## config.mk

```make
export PLATFORM = sky130hd
export DESIGN_NAME = mips_multicycle_control_flat
export DESIGN_NICKNAME = d
export VERILOG_FILES = /design/src/rtl/mips_multicycle_control_pkg.sv /design/src/rtl/mips_multicycle_control_if.sv /design/src/rtl/mips_multicycle_control_alu_decoder.sv /design/src/rtl/mips_multicycle_control.sv /design/src/flat_wrapper.sv
export SDC_FILE = /design/constraint.sdc
export NUM_CORES = 1
export LEC_CHECK = 0
export ABC_AREA = 1
export CAP_MARGIN = 20
export CORE_ASPECT_RATIO = 1.1
export CORE_MARGIN = 4
export CORE_UTILIZATION = 49
export CTS_CLUSTER_DIAMETER = 200
export DETAILED_ROUTE_END_ITERATION = 8
export DONT_BUFFER_PORTS = 1
export PLACE_DENSITY_LB_ADDON = 0.15
export SLEW_MARGIN = 20
export SYNTH_ARGS = -nofsm -noshare
export SYNTH_HDL_FRONTEND = slang
export SYNTH_SLANG_ARGS = --single-unit
```

## constraint.sdc

```tcl
create_clock -name clk -period 1.5 [get_ports clk]
set_input_delay 0.3 -clock clk [delete_from_list [all_inputs] [get_ports clk]]
set_output_delay 0.3 -clock clk [all_outputs]
set_load 0.05 [all_outputs]
```

## src/rtl/mips_multicycle_control_pkg.sv

```systemverilog
`default_nettype none
// ============================================================================
// Module      : mips_multicycle_control_pkg
// Description : Shared encodings (states, opcodes, functs, ALU codes) and the
//               per-state Moore control table for the multicycle controller.
// Revision    : 1.0 - initial release
// ============================================================================
package mips_multicycle_control_pkg;

    typedef enum logic [3:0] {
        S_FETCH    = 4'd0,
        S_DECODE   = 4'd1,
        S_MEMADR   = 4'd2,
        S_MEMREAD  = 4'd3,
        S_MEMWB    = 4'd4,
        S_MEMWRITE = 4'd5,
        S_EXECUTE  = 4'd6,
        S_ALUWB    = 4'd7,
        S_BRANCH   = 4'd8,
        S_ADDIEX   = 4'd9,
        S_ADDIWB   = 4'd10,
        S_JUMP     = 4'd11
    } state_e;

    localparam logic [5:0] OP_RTYPE = 6'b000000;
    localparam logic [5:0] OP_LW    = 6'b100011;
    localparam logic [5:0] OP_SW    = 6'b101011;
    localparam logic [5:0] OP_BEQ   = 6'b000100;
    localparam logic [5:0] OP_ADDI  = 6'b001000;
    localparam logic [5:0] OP_J     = 6'b000010;

    localparam logic [5:0] FN_ADD = 6'b100000;
    localparam logic [5:0] FN_SUB = 6'b100010;
    localparam logic [5:0] FN_AND = 6'b100100;
    localparam logic [5:0] FN_OR  = 6'b100101;
    localparam logic [5:0] FN_SLT = 6'b101010;

    localparam logic [2:0] ALU_ADD = 3'b010;
    localparam logic [2:0] ALU_SUB = 3'b110;
    localparam logic [2:0] ALU_AND = 3'b000;
    localparam logic [2:0] ALU_OR  = 3'b001;
    localparam logic [2:0] ALU_SLT = 3'b111;

    typedef enum logic [1:0] {
        ALUOP_ADD   = 2'd0,
        ALUOP_SUB   = 2'd1,
        ALUOP_FUNCT = 2'd2,
        ALUOP_NONE  = 2'd3
    } aluop_e;

    typedef struct packed {
        logic       pc_write_uncond;
        logic       branch;
        logic       i_or_d;
        logic       mem_write;
        logic       ir_write;
        logic       reg_write;
        logic       reg_dst;
        logic       mem_to_reg;
        logic       alu_src_a;
        logic [1:0] alu_src_b;
        logic [1:0] pc_src;
    } ctrl_t;

    function automatic logic funct_legal(input logic [5:0] f);
        return (f == FN_ADD) || (f == FN_SUB) || (f == FN_AND) ||
               (f == FN_OR)  || (f == FN_SLT);
    endfunction

    function automatic ctrl_t moore_ctrl(input state_e s);
        ctrl_t c;
        c = '0;
        case (s)
            S_FETCH: begin
                c.ir_write        = 1'b1;
                c.alu_src_b       = 2'b01;
                c.pc_write_uncond = 1'b1;
            end
            S_DECODE:   c.alu_src_b = 2'b11;
            S_MEMADR: begin
                c.alu_src_a = 1'b1;
                c.alu_src_b = 2'b10;
            end
            S_MEMREAD:  c.i_or_d = 1'b1;
            S_MEMWB: begin
                c.reg_write  = 1'b1;
                c.mem_to_reg = 1'b1;
            end
            S_MEMWRITE: begin
                c.i_or_d    = 1'b1;
                c.mem_write = 1'b1;
            end
            S_EXECUTE:  c.alu_src_a = 1'b1;
            S_ALUWB: begin
                c.reg_write = 1'b1;
                c.reg_dst   = 1'b1;
            end
            S_BRANCH: begin
                c.alu_src_a = 1'b1;
                c.pc_src    = 2'b01;
                c.branch    = 1'b1;
            end
            S_ADDIEX: begin
                c.alu_src_a = 1'b1;
                c.alu_src_b = 2'b10;
            end
            S_ADDIWB:   c.reg_write = 1'b1;
            S_JUMP: begin
                c.pc_src          = 2'b10;
                c.pc_write_uncond = 1'b1;
            end
            default: c = '0;
        endcase
        return c;
    endfunction

    function automatic aluop_e moore_aluop(input state_e s);
        case (s)
            S_FETCH, S_DECODE, S_MEMADR, S_ADDIEX: return ALUOP_ADD;
            S_BRANCH:                              return ALUOP_SUB;
            S_EXECUTE:                             return ALUOP_FUNCT;
            default:                               return ALUOP_NONE;
        endcase
    endfunction

endpackage
`default_nettype wire

```

## src/rtl/mips_multicycle_control_if.sv

```systemverilog
`default_nettype none
// ============================================================================
// Module      : mips_multicycle_control_if
// Description : Controller <-> datapath bundle: instruction fields and flags
//               in, mux selects / write enables / status out.
// Revision    : 1.0 - initial release
// ============================================================================
interface mips_multicycle_control_if #(
    parameter int COUNT_WIDTH = 32
);
    logic [5:0]             opcode;
    logic [5:0]             funct;
    logic                   zero;
    logic                   pc_write;
    logic                   i_or_d;
    logic                   mem_write;
    logic                   ir_write;
    logic                   reg_write;
    logic                   reg_dst;
    logic                   mem_to_reg;
    logic                   alu_src_a;
    logic [1:0]             alu_src_b;
    logic [2:0]             alu_control;
    logic [1:0]             pc_src;
    logic                   illegal;
    logic [3:0]             state;
    logic [COUNT_WIDTH-1:0] instr_count;

    modport master (
        input  opcode, funct, zero,
        output pc_write, i_or_d, mem_write, ir_write, reg_write, reg_dst,
               mem_to_reg, alu_src_a, alu_src_b, alu_control, pc_src,
               illegal, state, instr_count
    );

    modport slave (
        output opcode, funct, zero,
        input  pc_write, i_or_d, mem_write, ir_write, reg_write, reg_dst,
               mem_to_reg, alu_src_a, alu_src_b, alu_control, pc_src,
               illegal, state, instr_count
    );
endinterface
`default_nettype wire

```

## src/rtl/mips_multicycle_control_alu_decoder.sv

```systemverilog
`default_nettype none
// ============================================================================
// Module      : mips_multicycle_control_alu_decoder
// Description : Maps the coarse ALU operation (add/sub/funct/none) and the
//               R-type funct field to the 3-bit ALU control code.
// Revision    : 1.0 - initial release
// ============================================================================
module mips_multicycle_control_alu_decoder
    import mips_multicycle_control_pkg::*;
(
    input  aluop_e     alu_op_i,
    input  logic [5:0] funct_i,
    output logic [2:0] alu_control_o
);

    always_comb begin
        alu_control_o = 3'b000;
        case (alu_op_i)
            ALUOP_ADD: alu_control_o = ALU_ADD;
            ALUOP_SUB: alu_control_o = ALU_SUB;
            ALUOP_FUNCT: begin
                case (funct_i)
                    FN_ADD:  alu_control_o = ALU_ADD;
                    FN_SUB:  alu_control_o = ALU_SUB;
                    FN_AND:  alu_control_o = ALU_AND;
                    FN_OR:   alu_control_o = ALU_OR;
                    FN_SLT:  alu_control_o = ALU_SLT;
                    default: alu_control_o = 3'b000;
                endcase
            end
            default: alu_control_o = 3'b000;
        endcase
    end

endmodule
`default_nettype wire

```

## src/rtl/mips_multicycle_control.sv

```systemverilog
`default_nettype none
// ============================================================================
// Module      : mips_multicycle_control
// Description : Multicycle MIPS control FSM with registered Moore outputs,
//               illegal-encoding pulse and retired-instruction counter.
// Revision    : 1.0 - initial release
// ============================================================================
module mips_multicycle_control
    import mips_multicycle_control_pkg::*;
#(
    parameter int COUNT_WIDTH = 32
) (
    input  logic                      clk,
    input  logic                      reset,
    mips_multicycle_control_if.master bus
);

    state_e                 state_q;
    state_e                 state_d;
    ctrl_t                  ctrl_q;
    ctrl_t                  ctrl_d;
    aluop_e                 aluop_d;
    logic [2:0]             alu_control_q;
    logic [2:0]             w_alu_control_d;
    logic [COUNT_WIDTH-1:0] count_q;
    logic                   w_illegal;
    logic                   w_retire;

    always_comb begin
        state_d   = S_FETCH;
        w_illegal = 1'b0;
        case (state_q)
            S_FETCH: state_d = S_DECODE;
            S_DECODE: begin
                case (bus.opcode)
                    OP_LW, OP_SW: state_d = S_MEMADR;
                    OP_RTYPE: begin
                        if (funct_legal(bus.funct)) begin
                            state_d = S_EXECUTE;
                        end else begin
                            w_illegal = 1'b1;
                        end
                    end
                    OP_BEQ:  state_d = S_BRANCH;
                    OP_ADDI: state_d = S_ADDIEX;
                    OP_J:    state_d = S_JUMP;
                    default: w_illegal = 1'b1;
                endcase
            end
            S_MEMADR:  state_d = (bus.opcode == OP_SW) ? S_MEMWRITE : S_MEMREAD;
            S_MEMREAD: state_d = S_MEMWB;
            S_EXECUTE: state_d = S_ALUWB;
            S_ADDIEX:  state_d = S_ADDIWB;
            default:   state_d = S_FETCH;
        endcase
    end

    // Outputs are precomputed from the next state so they are flop outputs;
    // funct is already stable in the IR when DECODE hands off to EXECUTE.
    assign ctrl_d  = moore_ctrl(state_d);
    assign aluop_d = moore_aluop(state_d);

    mips_multicycle_control_alu_decoder u_alu_decoder (
        .alu_op_i      (aluop_d),
        .funct_i       (bus.funct),
        .alu_control_o (w_alu_control_d)
    );

    assign w_retire = state_q inside {S_MEMWB, S_MEMWRITE, S_ALUWB,
                                      S_BRANCH, S_ADDIWB, S_JUMP};

    always_ff @(posedge clk or posedge reset) begin
        if (reset) begin
            state_q       <= S_FETCH;
            ctrl_q        <= moore_ctrl(S_FETCH);
            alu_control_q <= ALU_ADD;
            count_q       <= '0;
        end else begin
            state_q       <= state_d;
            ctrl_q        <= ctrl_d;
            alu_control_q <= w_alu_control_d;
            if (w_retire) begin
                count_q <= count_q + COUNT_WIDTH'(1);
            end
        end
    end

    assign bus.pc_write    = ctrl_q.pc_write_uncond | (ctrl_q.branch & bus.zero);
    assign bus.i_or_d      = ctrl_q.i_or_d;
    assign bus.mem_write   = ctrl_q.mem_write;
    assign bus.ir_write    = ctrl_q.ir_write;
    assign bus.reg_write   = ctrl_q.reg_write;
    assign bus.reg_dst     = ctrl_q.reg_dst;
    assign bus.mem_to_reg  = ctrl_q.mem_to_reg;
    assign bus.alu_src_a   = ctrl_q.alu_src_a;
    assign bus.alu_src_b   = ctrl_q.alu_src_b;
    assign bus.alu_control = alu_control_q;
    assign bus.pc_src      = ctrl_q.pc_src;
    assign bus.illegal     = w_illegal;
    assign bus.state       = state_q;
    assign bus.instr_count = count_q;

endmodule
`default_nettype wire

```

## src/flat_wrapper.sv

```systemverilog
// flat-port wrapper written by rule: the top's interface ports become plain ports
module mips_multicycle_control_flat import mips_multicycle_control_pkg::*;
#(
    parameter int COUNT_WIDTH = 32
)
  (clk, reset, bus_opcode, bus_funct, bus_zero, bus_pc_write, bus_i_or_d, bus_mem_write, bus_ir_write, bus_reg_write, bus_reg_dst, bus_mem_to_reg, bus_alu_src_a, bus_alu_src_b, bus_alu_control, bus_pc_src, bus_illegal, bus_state, bus_instr_count);
  mips_multicycle_control_if #(.COUNT_WIDTH(COUNT_WIDTH)) bus_i ();
  input  logic clk;
  input  logic reset;
  input wire logic [$bits(bus_i.opcode)-1:0] bus_opcode;
  input wire logic [$bits(bus_i.funct)-1:0] bus_funct;
  input wire logic [$bits(bus_i.zero)-1:0] bus_zero;
  output wire logic [$bits(bus_i.pc_write)-1:0] bus_pc_write;
  output wire logic [$bits(bus_i.i_or_d)-1:0] bus_i_or_d;
  output wire logic [$bits(bus_i.mem_write)-1:0] bus_mem_write;
  output wire logic [$bits(bus_i.ir_write)-1:0] bus_ir_write;
  output wire logic [$bits(bus_i.reg_write)-1:0] bus_reg_write;
  output wire logic [$bits(bus_i.reg_dst)-1:0] bus_reg_dst;
  output wire logic [$bits(bus_i.mem_to_reg)-1:0] bus_mem_to_reg;
  output wire logic [$bits(bus_i.alu_src_a)-1:0] bus_alu_src_a;
  output wire logic [$bits(bus_i.alu_src_b)-1:0] bus_alu_src_b;
  output wire logic [$bits(bus_i.alu_control)-1:0] bus_alu_control;
  output wire logic [$bits(bus_i.pc_src)-1:0] bus_pc_src;
  output wire logic [$bits(bus_i.illegal)-1:0] bus_illegal;
  output wire logic [$bits(bus_i.state)-1:0] bus_state;
  output wire logic [$bits(bus_i.instr_count)-1:0] bus_instr_count;
  assign bus_i.opcode = bus_opcode;
  assign bus_i.funct = bus_funct;
  assign bus_i.zero = bus_zero;
  assign bus_pc_write = bus_i.pc_write;
  assign bus_i_or_d = bus_i.i_or_d;
  assign bus_mem_write = bus_i.mem_write;
  assign bus_ir_write = bus_i.ir_write;
  assign bus_reg_write = bus_i.reg_write;
  assign bus_reg_dst = bus_i.reg_dst;
  assign bus_mem_to_reg = bus_i.mem_to_reg;
  assign bus_alu_src_a = bus_i.alu_src_a;
  assign bus_alu_src_b = bus_i.alu_src_b;
  assign bus_alu_control = bus_i.alu_control;
  assign bus_pc_src = bus_i.pc_src;
  assign bus_illegal = bus_i.illegal;
  assign bus_state = bus_i.state;
  assign bus_instr_count = bus_i.instr_count;
  mips_multicycle_control #(.COUNT_WIDTH(COUNT_WIDTH)) u_core (.clk(clk), .reset(reset), .bus(bus_i));
endmodule
```

==> flow_summary.ini, run 1 <==
[floorplan]
rows = 28
fp.coreArea_um2 = 5360
ios = 67
die-area_um2 = 6770
start_util_pct = 50.4
die_w_um = 78.8
die_height_um = 85.9

[route]
dr.pass1.iters = 5
detail-route-antenna-nets = 0
wl_mm = 7.44
drt_drc_violations_left = 0
drt_first_iter_violations = 127
vias_per_cell = 4.98
vias = 2537
routedWlPerCell_um = 14.6

[sta]
worst_pin_slew_ns = 0.505
fmax_mhz = 570
maxSlewHeadroom_pct = 66.3
grt_setup_unrepaired = true
final.setup_skew_ns = 0.00807
tns_ns = -3.92
setup_viol = 34
setup_slack_ns = -0.255
final_max_slew_viol_count = 0
fin_crit_sh_pct = 117
min_period_ns = 1.75
hold_viol = 0

[power]
power_frac_seq_pct = 37.9
p_per_area_nw_per_um2 = 1250
power_mw = 5.26
power_frac_clock_pct = 15.0
switching_share_pct = 42.6
vdd_drop_max_mv = 1.47
p_comb_share_pct = 47.1
net-switching-power_mw = 2.24
total_leakage_power_nw = 2.20
p_int_mw = 3.02

[cts]
cts_root_buf = clkbuf_8
htreeDepth = 2
cts_tree = built
clk_path_buf_depth = 2
cts.sinks = 51
clk-insertion-delay-late_ns = 0.30
numCtsBuffers = 5
path_clk_slew_ns = 0.10

[placement]
portBuffers = 0
hpwl_mm = 4.91
dpl.cell_count = 468
routabilityCongestion = 0.853
place_ws_ns = -0.105

[worst_setup_path]
cp-start-kind = register
crit_arrival_ns = 1.45
required_ns = 1.20
crit_family = simple AND/OR/NAND/NOR gates
criticalPathCategory = register to primary output
crit_path_max_incr_delay_ns = 0.42
crit_path_end_kind = primary output
critical_path.cell_chain = inv_2, nand2_4, nor2_4, nand2_2, nor3b_4, buf_12
worst-path-max-fanout = 2
critical_path_buf_inv_count = 2
crit_path_top_delay_cell = dfrtp_2

[synth]
syn_area_um2 = 2700
ys_warn_count = 0
ys_async_sr_fraction_pct = 100
synth_nets = 333
ys_ff_latch = 51
ys_seq_area_share_pct = 47.4
ys_types = 33
syn_inst = 317
avgSynthCellArea_um2 = 8.53
synth_enable_flop_cells = 0
synth_flop_cell = dfrtp_1

[flow_run]
cap_violations = 0

[layout]
largest_reg_flops = 32
antenna_cells = 0
final_cells = 509
area_growth_pct = 55.4
drive_above_1_share_pct = 53.7
finalNetCount = 449

[global_route]
antenna_found_initial = 0
track_usage_pct = 20.7
grt_pass1_vias = 2531
grt_overflow_total = 0
grt_max_degree = 52
grt_pass1_wl_mm = 11.1

[status]
violations = setup timing
status = finished, violations left

[hold_path]
hold_class = input port to register
[logic make-up (layout without fill, tap and decap cells)]
group | count (synthesis) | count (layout) | synth area share [%]
and+or+nand+nor | 172 | 172 | 32.5
buffers and inverters | 54 | 171 | 8.06
adders and majority gates | 1 | 1 | 0.463
DFF | 51 | 51 | 47.4
xor gates and xnor gates | 29 | 29 | 9.40
AOI/OAI and AO/OA | 10 | 10 | 2.18
[synth_stat cells, types with 2 or more instances]
cell	count	area [um2]
inv_1	47	176
nor2_2	6	37.5
nand4_1	7	43.8
nand3_1	16	80.1
inv_2	3	11.3
a21oi_1	3	15.0
nor2_4	4	45.0
nor2_1	35	131
dfstp_2	4	105
nand3_2	4	40.0
o21ai_0	2	10.0
nor3b_1	2	15.0
xor2_1	24	210
buf_4	4	30.0
nand2_1	69	259
nor3_1	15	75.1
nand2_2	2	12.5
nand2_4	4	45.0
nand3b_1	2	15.0
dfrtp_1	47	1180
xnor2_1	5	43.8
[final cells by class]
type | instances | area (um2)
clock buffers | 5 | 68.8
clock inverters | 3 | 20.0
fillers | 349 | 1160
inverters | 50 | 196
multi-input cells | 212 | 1550
flip-flops and latches | 51 | 1310
well taps | 75 | 93.8
repair buffers | 113 | 967
[final timing paths]
path	depth (start not counted)	from	endpoint	slack, ns
max in group asynchronous	3	reset	u_core.ctrl_q[12]	0.68
worst max register to register	12	u_core.bus.state[1]	u_core.bus.instr_count[29]	-0.22
min in group asynchronous	3	reset	u_core.bus.reg_dst	0.54
worst min register to register	1	u_core.bus.instr_count[7]	u_core.bus.instr_count[7]	0.50
worst min-delay path	1	bus_funct[2]	u_core.bus.alu_control[2]	0.08
worst max-delay path	6	u_core.bus.state[3]	bus_illegal	-0.25
[per-layer routing]
layer | up-vias | part of all wire (%) | track usage, %
li1 | 1210 | - | -
met5 | - | 0 | 0
met2 | 80 | 54 | 37.5
met3 | 22 | 5.7 | 5.04
met1 | 1225 | 37 | 23.7
met4 | 0 | 3.1 | 7.81
[what timing repair did]
| action | 4_1_cts | 5_1_grt |
|---|---|---|
| endpoints found under the hold margin | 47 | 0 |
| hold buffers | 1 | 0 |
| gates resized for setup | 20 | 81 |
| buffers inserted | 8 | 30 |
| cloned | 0 | 0 |
| endpoints found under the setup margin | 21 | 41 |
| pin swaps | 13 | 36 |
[cells in the final DEF, fill, tap and decap left out, types with 4 or more instances in the layout]
cell type	synthesis	layout
buf_4	4	88
buf_6	0	21
clkbuf_8	0	5
dfrtp_1	47	28
dfrtp_2	0	19
dfstp_2	4	4
inv_1	47	37
inv_2	3	10
nand2_1	69	51
nand2_2	2	14
nand2_4	4	10
nand3_1	16	7
nand3_2	4	10
nand3_4	1	4
nand4_1	7	7
nor2_1	35	24
nor2_2	6	8
nor2_4	4	13
nor3_1	15	9
nor3_2	0	4
xnor2_1	5	5
xor2_1	24	22
[worst reg2reg max path, cell delays in order, from the launching register on]
cell and delay, ns:
dfrtp_2 0.44, inv_4 0.08, buf_6 0.10, nor2_4 0.04, inv_2 0.05, nand2_2 0.05
nand2_4 0.12, nand2_4 0.09, nor2_8 0.18, nand3_4 0.11, nor2_4 0.14, nand2_2 0.07
xor2_1 0.14
[per-stage QoR]
step / hold WS, ns / area (um2) / util, %
after CTS: 0.0734 / 3700 / 69.1
final: 0.0779 / 4200 / 78.4
after global placement: 0.256 / 3470 / 64.7
after detailed placement: 0.272 / 3470 / 64.7
after floorplan: 0.347 / 2770 / -
after global routing: 0.0613 / 4200 / 78.4
[power by group through the flow]
stage	Combinational [mW]	Clock [mW]	Sequential, mW
3_5_place_dp	1.77	0	2.01
5_1_grt	2.64	0.893	2.02
2_1_floorplan	0.874	0	2.21
6_report	2.47	0.791	1.99
4_1_cts	1.93	0.820	1.98
3_3_place_gp	1.74	0	2.01
Power figures use the tool's default switching activity.
==> run 2: changes to the inputs <==
--- a/config.mk
+++ b/config.mk
@@ -13,7 +13,9 @@
 export CTS_CLUSTER_DIAMETER = 200
 export DETAILED_ROUTE_END_ITERATION = 8
 export DONT_BUFFER_PORTS = 1
+export GPL_TIMING_DRIVEN = 0
 export PLACE_DENSITY_LB_ADDON = 0.15
+export SETUP_SLACK_MARGIN = 0.4
 export SLEW_MARGIN = 20
 export SYNTH_ARGS = -nofsm -noshare
 export SYNTH_HDL_FRONTEND = slang
==> flow_summary.ini, run 2 (synthesis results as in run 1) <==
[placement]
place_ws_ns = -0.561
portBuffers = 0
dpl.cell_count = 392
routabilityCongestion = 0.862
hpwl_mm = 4.17

[sta]
worst_pin_slew_ns = 0.682
hold_viol = 25
fin_crit_sh_pct = 135
min_period_ns = 2.02
finalHoldWorstSlack_ns = -0.0433
setup_viol = 43
final.setup_skew_ns = 0.00770
final_max_slew_viol_count = 0
maxSlewHeadroom_pct = 54.5
setup_slack_ns = -0.518
grt_setup_unrepaired = true
fmax_mhz = 496

[flow_run]
cap_violations = 0

[global_route]
grt_pass1_vias = 2131
track_usage_pct = 18.3
grt_pass1_wl_mm = 9.83
grt.met2_usage_pct = 32.3
grt_max_degree = 52
grt_overflow_total = 0
gr-usage-met1_pct = 20.5
grt_busiest_layer = met2
antenna_found_initial = 0
grtUsageMet3_pct = 6.51

[layout]
area_growth_pct = 37.8
final_common_cell = nand2_1
drive_above_1_share_pct = 51.0
finalNetCount = 380
antenna_cells = 0
largest_reg_flops = 32
multi_input_area_um2 = 1560
num-fill-cells = 395
final_cell_mix = 51 x nand2_1, 40 x dfrtp_2, 38 x inv_1
final_cells = 440
regArea_um2 = 1350

[power]
total_leakage_power_nw = 1.79
p_per_area_nw_per_um2 = 1290
power_mw = 4.82
vdd_drop_max_mv = 1.07

[route]
detail-route-antenna-nets = 0
vias = 2195
vias_per_cell = 4.99
drt_first_iter_violations = 90
routedWlPerCell_um = 14.3
dr.pass1.iters = 4
drt_drc_violations_left = 0
wl_mm = 6.29

[worst_setup_path]
worstSetupStartpoint = u_core.bus.state[1]
criticalPathCategory = register to primary output
cp-start-kind = register
crit_arrival_ns = 1.72
critical_path.cell_chain = inv_4, nand2_4, nor2_4, nand2_2, nor3b_4
required_ns = 1.20
crit_path_end_kind = primary output
crit_family = simple AND/OR/NAND/NOR gates
critical_path_buf_inv_count = 1
crit_path_max_incr_delay_ns = 0.54
r2r-start = u_core.bus.instr_count[1]
crit_path_top_delay_cell = dfrtp_2
worst-path-max-fanout = 2

[hold_path]
hold_class = input port to async pin

[cts]
path_clk_slew_ns = 0.09
htreeDepth = 2
cts_tree = built
ctsHoldBuffers = 0
cts_root_buf = clkbuf_8
clk_path_buf_depth = 2
numCtsBuffers = 5
cts.sinks = 51
clk-insertion-delay-late_ns = 0.30

[floorplan]
fp.coreArea_um2 = 5360
die-area_um2 = 6770
ios = 67
die_height_um = 85.9
die_w_um = 78.8
start_util_pct = 50.4
rows = 28

[status]
violations = hold timing, setup timing
status = finished, violations left
## run 2: timing repair
action	in CTS	in global routing
pin swaps	13	26
resized for setup	63	54
hold endpoints to repair	0	20
setup buffers	18	21
endpoints found under the setup margin	100	103
## run 2: metal layers
metal	wire (um)	vias to the layer above	share of wire, %
li1	-	1079	-
met1	2380	1040	38
met2	3370	63	54
met3	430	13	6.8
met4	110	0	1.7
met5	0	-	0
## run 2: where the power goes
group	switching, mW	total, mW	internal [mW]
sequential	0.673	2.29	1.62
combinational	1.02	1.77	0.745
clock	0.437	0.766	0.329
total	2.13	4.82	2.69
## run 2: path summary, 6_finish.rpt
kind	end	slack [ns]	depth (start not counted)
max in group asynchronous	u_core.bus.instr_count[6]	1.01	2
hold reg to reg	u_core.bus.instr_count[31]	0.67	1
min in group clk	u_core.bus.alu_control[2]	0.08	1
setup / recovery	bus_illegal	-0.52	5
hold / removal	u_core.bus.instr_count[4]	-0.04	1
setup reg to reg	u_core.bus.instr_count[26]	-0.45	11
## run 2: metrics by stage
| step | area [um2] | hold WS, ns | utilization [%] | setup TNS (ns) |
|---|---|---|---|---|
| after detailed placement | 2920 | 0.414 | 54.4 | -8.68 |
| after global routing | 3720 | -0.00900 | 69.5 | -17.12 |
| final | 3720 | -0.0433 | 69.5 | -12.89 |
| after floorplan | 2820 | 0.347 | - | -3.88 |
| after global placement | 2920 | 0.411 | 54.4 | -8.10 |
| after CTS | 3320 | 0.0829 | 62.0 | -10.78 |
## run 2: area by class of cell
cell class                      instances  area share, %
Clock inverter                          1          0.134
Inverter                               50           5.51
Tap cell                               75           2.52
Multi-Input combinational cell        212           41.9
Buffer                                  4           1.31
Clock buffer                            7           2.05
Sequential cell                        51           36.1
Timing Repair Buffer                   40           10.4
